==> config.mk <==
export PLATFORM = sky130hd
export DESIGN_NAME = toggle_counter
export DESIGN_NICKNAME = d
export VERILOG_FILES = /design/src/rtl/toggle_counter_pkg.sv /design/src/rtl/toggle_counter_t_ff_cell.sv /design/src/rtl/toggle_counter.sv
export SDC_FILE = /design/constraint.sdc
export NUM_CORES = 1
export LEC_CHECK = 0
export BUFFER_PORTS_ARGS = -buffer_cell sky130_fd_sc_hd__clkbuf_2
export CORE_MARGIN = 2
export CORE_UTILIZATION = 40
export CTS_CLUSTER_SIZE = 20
export DETAILED_ROUTE_END_ITERATION = 8
export SLEW_MARGIN = 30
export SYNTH_ARGS = -nofsm -noshare
export SYNTH_HDL_FRONTEND = slang
export SYNTH_SLANG_ARGS = --single-unit
==> constraint.sdc <==
create_clock -name clk -period 3.2 [get_ports clk]
set_input_delay 0.32 -clock clk [delete_from_list [all_inputs] [get_ports clk]]
set_output_delay 0.32 -clock clk [all_outputs]
set_load 0.02 [all_outputs]
==> src/rtl/toggle_counter_pkg.sv <==
// Shared types for the toggle counter slice.
// Holds the 2-bit operating mode encoding.
package toggle_counter_pkg;

  typedef enum logic [1:0] {
    MODE_RAW  = 2'b00,
    MODE_UP   = 2'b01,
    MODE_DOWN = 2'b10,
    MODE_HOLD = 2'b11
  } mode_e;

endpackage

==> src/rtl/toggle_counter_t_ff_cell.sv <==
// One-bit toggle flip-flop with async active-low reset.
// Flips its stored bit on every edge where tog_i is set.
module t_ff_cell (
  input  logic clk_i,
  input  logic rst_ni,
  input  logic tog_i,
  output logic q_o
);

  logic q_q;

  always_ff @(posedge clk_i or negedge rst_ni) begin
    if (!rst_ni) begin
      q_q <= 1'b0;
    end else if (tog_i) begin
      q_q <= ~q_q;
    end
  end

  assign q_o = q_q;

endmodule

==> src/rtl/toggle_counter.sv <==
// Up/down/raw-toggle counter built from T flip-flops.
// Next value is computed here and applied as a toggle vector.
module toggle_counter
  import toggle_counter_pkg::*;
#(
  parameter int unsigned        WIDTH   = 8,
  parameter logic [WIDTH-1:0]   MAX_VAL = {WIDTH{1'b1}}
) (
  input  logic             clk,
  input  logic             rst,
  input  logic             en,
  input  logic [1:0]       mode,
  input  logic             sat,
  input  logic [WIDTH-1:0] t,
  input  logic             load,
  input  logic [WIDTH-1:0] din,
  output logic [WIDTH-1:0] q,
  output logic             tc,
  output logic             ovf
);

  localparam logic [WIDTH-1:0] ZERO = '0;
  localparam logic [WIDTH-1:0] ONE  = WIDTH'(1);

  mode_e            mode_s;
  logic [WIDTH-1:0] cnt;
  logic [WIDTH-1:0] cnt_d;
  logic [WIDTH-1:0] tog;
  logic             tc_q, tc_d;
  logic             ovf_q, ovf_d;

  assign mode_s = mode_e'(mode);

  always_comb begin
    cnt_d = cnt;
    tc_d  = 1'b0;
    ovf_d = ovf_q;
    unique case (1'b1)
      load: begin
        cnt_d = (din > MAX_VAL) ? MAX_VAL : din;
        ovf_d = 1'b0;
      end
      !load && !en: begin
        cnt_d = cnt;
      end
      !load && en: begin
        unique case (mode_s)
          MODE_RAW: begin
            cnt_d = cnt ^ t;
          end
          MODE_UP: begin
            if (cnt < MAX_VAL) begin
              cnt_d = cnt + ONE;
            end else begin
              cnt_d = sat ? MAX_VAL : ZERO;
              tc_d  = 1'b1;
              ovf_d = 1'b1;
            end
          end
          MODE_DOWN: begin
            if (cnt == ZERO) begin
              cnt_d = sat ? ZERO : MAX_VAL;
              tc_d  = 1'b1;
              ovf_d = 1'b1;
            end else if (cnt > MAX_VAL) begin
              // Out-of-range value left by raw mode re-enters at the top.
              cnt_d = MAX_VAL;
            end else begin
              cnt_d = cnt - ONE;
            end
          end
          MODE_HOLD: begin
            cnt_d = cnt;
          end
        endcase
      end
    endcase
  end

  assign tog = cnt ^ cnt_d;

  for (genvar i = 0; i < WIDTH; i++) begin : g_cell
    t_ff_cell u_cell (
      .clk_i  (clk),
      .rst_ni (rst),
      .tog_i  (tog[i]),
      .q_o    (cnt[i])
    );
  end

  always_ff @(posedge clk or negedge rst) begin
    if (!rst) begin
      tc_q  <= 1'b0;
      ovf_q <= 1'b0;
    end else begin
      tc_q  <= tc_d;
      ovf_q <= ovf_d;
    end
  end

  assign q   = cnt;
  assign tc  = tc_q;
  assign ovf = ovf_q;

endmodule

Word level (Yosys, flattened, before mapping) --
Index checks and enable logic that the tools add are counted.
Word-level totals: flip-flop bits (word level) 10, word-level logic and storage cells 55
Cells by class: add/sub/neg operators 2, magnitude comparators 3, eq/ne operators 6, mux-type cells 16, bitwise operators 10, reduce and logical (&&, ||, !) cells 8
Operators with widths (count):
- 8-bit two-way mux | 6
- 8-bit one-hot mux with 4 select lines | 1
- 8-bit one-hot mux with 3 select lines | 1
- 8-bit greater-than comparator, second input constant | 2
- 8-bit XOR | 2
- 8-bit by 1-bit adder with 8-bit output, second input constant | 1
- 8-bit logical NOT | 1
- 8-bit < comparator, second input constant | 1
- 1-bit inverter | 8
- 8-bit by 1-bit subtractor with 8-bit output, second input constant | 1
- 3-bit != test, second input constant | 2
- 1-bit one-hot mux with 2 select lines | 3
- 1-bit two-way mux | 5
- 2-bit equality test, second input constant | 2
- 4-bit AND reduction | 1
- 3-bit by 1-bit != test with 1-bit output, second input constant | 1
- 2-bit by 1-bit equality test with 1-bit output, second input constant | 1
- 1-bit logical AND | 2
- 1-bit logical NOT | 2
- 2-bit logical NOT | 1
- 2-bit nonzero test | 1

Logic depth before layout (Yosys ltp) --
depth after elaboration 6, gate-level depth with buffers 8, gate-level depth less buffers 7

Cells and area by module --
From an unflattened synthesis, not the netlist that was laid out.
Second synthesis, totals: cell total of the unflattened synthesis 208, area, all modules 1567.8 um2
By module, submodules not included:
- toggle_counter | instances 1, cells an instance 192, area an instance 1297.5 um2, sequential area each 50.0 um2
- t_ff_cell | instances 8, cells an instance 2, area an instance 33.8 um2, sequential area each 25.0 um2

Worst setup path before layout --
Ideal clock, no wire load.
path kind flip-flop to flip-flop, from reg g_cell[0].u_cell.q_q, to reg g_cell[1].u_cell.q_q, setup time 0.123 ns, data arrival time 1.794 ns, data required time 3.077 ns, setup slack 1.284 ns, stages on the path, launching flop included 9, cell sequence dfrtp_1 > clkbuf_1 > inv_1 > ha_1 > or4b_4 > nor2_4 > a21boi_2 > a221oi_2 > nor2_1
On the way: cells in the longest elaborated chain, start to end 6
Ends and longest elaborated chain:
- start, declared | RTL line toggle_counter_t_ff_cell.sv:10 | logic q_q;
- start signal, assigned | RTL line toggle_counter_t_ff_cell.sv:16 | q_q <= ~q_q;
- 8-bit by 1-bit subtractor with 8-bit output or 8-bit greater-than comparator (tied branches) | RTL line toggle_counter.sv:69, toggle_counter.sv:65
- 8-bit two-way mux | RTL line toggle_counter.sv:65 | end else if (cnt > MAX_VAL) begin
- 8-bit two-way mux | RTL line toggle_counter.sv:61 | if (cnt == ZERO) begin
- 8-bit one-hot mux with 4 select lines * | RTL line toggle_counter.sv:47 | unique case (mode_s)
- 8-bit one-hot mux with 3 select lines * | RTL line toggle_counter.sv:38 | unique case (1'b1)
- 8-bit XOR * | RTL line toggle_counter.sv:80 | assign tog = cnt ^ cnt_d;
- end signal, assigned | RTL line toggle_counter_t_ff_cell.sv:16
- end, declared | RTL line toggle_counter_t_ff_cell.sv:10
Mark *: on every way between the ends. The rest lies on a longest branch, timed or not. A chain may end at the register's enable or synchronous reset.

Worst setup path after layout --
from reg g_cell[1].u_cell.q_q, to reg g_cell[1].u_cell.q_q
On the way: cells in the longest elaborated chain, start to end 6
Ends and longest elaborated chain (RTL line):
- 8-bit by 1-bit subtractor with 8-bit output or 8-bit greater-than comparator (tied branches) | toggle_counter.sv:69, toggle_counter.sv:65
- 8-bit two-way mux | toggle_counter.sv:65
- 8-bit two-way mux | toggle_counter.sv:61
- 8-bit one-hot mux with 4 select lines | toggle_counter.sv:47
- 8-bit one-hot mux with 3 select lines | toggle_counter.sv:38
- 8-bit XOR | toggle_counter.sv:80
Several ways; a longest one is shown, not always the timed one.

==> flow_summary.yaml <==
timing:
  timing.fmax_mhz: 466
  fin_skew_ns: 0.00642
  rsz0062_at_grt: "no"
  fin_crit_sh_pct: 67.0
  period_needed_ns: 2.15
  max-slew-margin-rel_pct: 53.0
  setup_ws_ns: 1.05
  hold_violations: 0
  slew_viol_final: 0
  tightest_slew_ns: 0.704
  finalSetupViolations: 0
  setup_tns_ns: 0
global_route:
  grt_max_degree: 25
  grt_pass1_vias: 1321
  track_usage_pct: 23.1
  grt_pass1_wl_um: 6460
  grt_overflow_total: 0
  antenna_found_initial: 0
detailed_routing:
  drtPass1Iterations: 4
  dr.first_iter.drc_count: 79
  num_vias: 1469
  drc: 0
  viasPerCell: 6.30
  antenna_left: 0
  wl_per_cell_um: 17.4
  wl_um: 4060
pwr:
  p_leak_uw: 0.000626
  powerDensity_mw_per_mm2: 362
  ir_worst_vdd_uv: 136
synthesis:
  synth.distinct_cells: 48
  syn_area_per_cell_um2: 7.68
  synth_edf_count: 0
  synth_area_leaders: "dfrtp_1, a21oi_1, ha_1, buf_4, o21ai_0"
  yosysTopAreaCellShare_pct: 18.6
  synth_area_mm2: 0.00134
  synth_top_area_cell: "dfrtp_1"
  syn_inst: 175
  synthArstFlopShare_pct: 100
  yosysWarningCount: 0
  ys_seq_elements: 10
  yosysSeqAreaShare_pct: 18.6
  ys.flop_type: "dfrtp_1"
  synth_fp_nets: 205
final_layout:
  drive_above_1_share_pct: 25.7
  final_core_util_pct: 44.6
  antenna_cells_inserted: 0
  finish.net_count: 219
  fillers: 352
  area_growth_syn_to_layout_pct: 9.03
floorplanning:
  rows: 21
  die_w_um: 62.0
  die-area_mm2: 0.00384
  initial_utilization_pct: 40.9
  core_mm2: 0.00328
  io_pins: 33
  chipHeight_um: 62.0
clock_tree:
  cts.sinks: 10
  clock_latency_ns: 0.28
  clk_path_buf_depth: 2
  cts_buffers: 3
  cts_repair_resize_count: 0
  cts.htree.levels: 1
  post_cts_buffers: 0
  clk_pin_slew_ns: 0.08
  tritoncts: "built"
  clock-root-buffer: "clkbuf_4"
flow_run:
  drv_cap: 0
place:
  port_buffers: 32
  gp_congestion: 0.959
  place.detailed.hpwl_um: 2920
  pre_cts_ws_ns: 1.12
worst_setup_path:
  worstSetupPathType: "register to register"
  end_kind: "register"
  crit_required_ns: 3.37
  worst-path-max-fanout: 10
  cp.arrival_ns: 2.31
  critPathLaunchType: "register"
run_status:
  status: "finished clean"
min_path:
  min-delay-path-class: "input port to register"
## critical path: stages, from the launching register on
cell and delay (ns):
dfrtp_1 0.52, ha_1 0.36, nand3_1 0.21, nor3_2 0.31, mux2_1 0.37, a221oi_2 0.21, nor2_1 0.06
## stage by stage
step / instances / instance area, um2 / power, uW / hold WS, ns
finish: 233 / 1470 / 530 / 0.261
floorplan: 175 / 1340 / 380 / 0.0244
global placement: 229 / 1430 / 426 / 0.227
CTS: 233 / 1470 / 527 / 0.266
global route: 233 / 1470 / 567 / 0.275
detailed placement: 229 / 1430 / 430 / 0.226
## cell usage after synthesis, types with 2 or more instances
cell type   n
o21ai_0    10
nand2_1    10
nand4_1     2
nand2b_1    6
a31oi_1     7
clkbuf_1   11
and3_1      2
nor2b_1     2
mux2_1      2
a21oi_1    19
a31o_2      3
dfrtp_1    10
o21ai_1     5
buf_4      10
o221ai_1    3
a221oi_2    2
a22o_1      2
buf_2       4
ha_1        7
a221oi_1    3
inv_1       7
nand3_1     6
nor2_1      8
a221o_1     2
xor2_1      3
nor3_1      3
a311oi_1    4
mux2i_1     2
## kinds of logic after synthesis
| family | share of synthesized area, % |
|---|---|
| AOI/OAI and AO/OA | 36.7 |
| xor gates and xnor gates | 1.96 |
| adders and majority gates | 6.52 |
| buffers and inverters | 12.1 |
| DFF | 18.6 |
| muxes | 4.00 |
| and+or+nand+nor | 20.1 |
## sequential cells by signal, indices dropped and copies added (netlist names)
name	cells
ovf	1
tc	1
g_cell.u_cell.q_o	8
## path summary, 6_finish.rpt
check                                            startpoint                                to  slack, ns  cells past startpoint
min reg2reg                                 ovf$_DFFE_PN0P_                   ovf$_DFFE_PN0P_       0.52                      2
min in group asynchronous                               rst  g_cell[7].u_cell.q_o$_DFFE_PN0P_       0.45                      2
max in group asynchronous                               rst  g_cell[2].u_cell.q_o$_DFFE_PN0P_       2.52                      2
max reg2reg                g_cell[1].u_cell.q_o$_DFFE_PN0P_  g_cell[1].u_cell.q_o$_DFFE_PN0P_       1.05                      6
min                                                  din[3]  g_cell[3].u_cell.q_o$_DFFE_PN0P_       0.26                      3
max                        g_cell[1].u_cell.q_o$_DFFE_PN0P_  g_cell[1].u_cell.q_o$_DFFE_PN0P_       1.05                      6
## power breakdown
group          internal (uW)  leakage [uW]  total (uW)  switching (uW)
Sequential               140      0.000128         190            50.3
Clock                   43.7     0.0000138        96.0            52.2
Combinational            102      0.000483         244             142
Total                    286      0.000626         530             244
## area by class of cell
cell class,count,area [um2],area share [%]
Sequential cell,10,250,17.1
Multi-Input combinational cell,133,931,63.5
Clock buffer,3,22.5,1.54
Tap cell,46,57.6,3.93
Inverter,7,26.3,1.79
Timing Repair Buffer,34,178,12.1
## layout by cell type (no fill, tap or decap), types with 3 or more instances in the layout
master and count:
a31o_2 3, a31oi_1 7, clkbuf_4 3, nand2b_1 6
ha_1 7, a221oi_1 3, o21ai_1 5, inv_1 7
a311oi_1 4, nand3_1 6, o221ai_1 3, o21ai_0 10
nand2_1 10, xor2_1 3, nor2_1 8, clkbuf_2 32
a21oi_1 19, nor3_1 3, dfrtp_1 10
## routing by layer
layer | track usage [%] | share of wire [%] | wire, um | vias to the layer above
li1 | - | - | - | 678
met1 | 32.3 | 44 | 1780 | 711
met2 | 34.7 | 47 | 1920 | 71
met3 | 4.55 | 7.2 | 293 | 9
met4 | 9.12 | 1.7 | 70 | 0
met5 | 0 | 0 | 0 | -
## repair_timing
item                                   CTS  global route
hold buffers                             1             0
endpoints found under the hold margin   10             0
setup endpoints to repair                0             0
No activity file was read; power rests on OpenSTA's default activity.
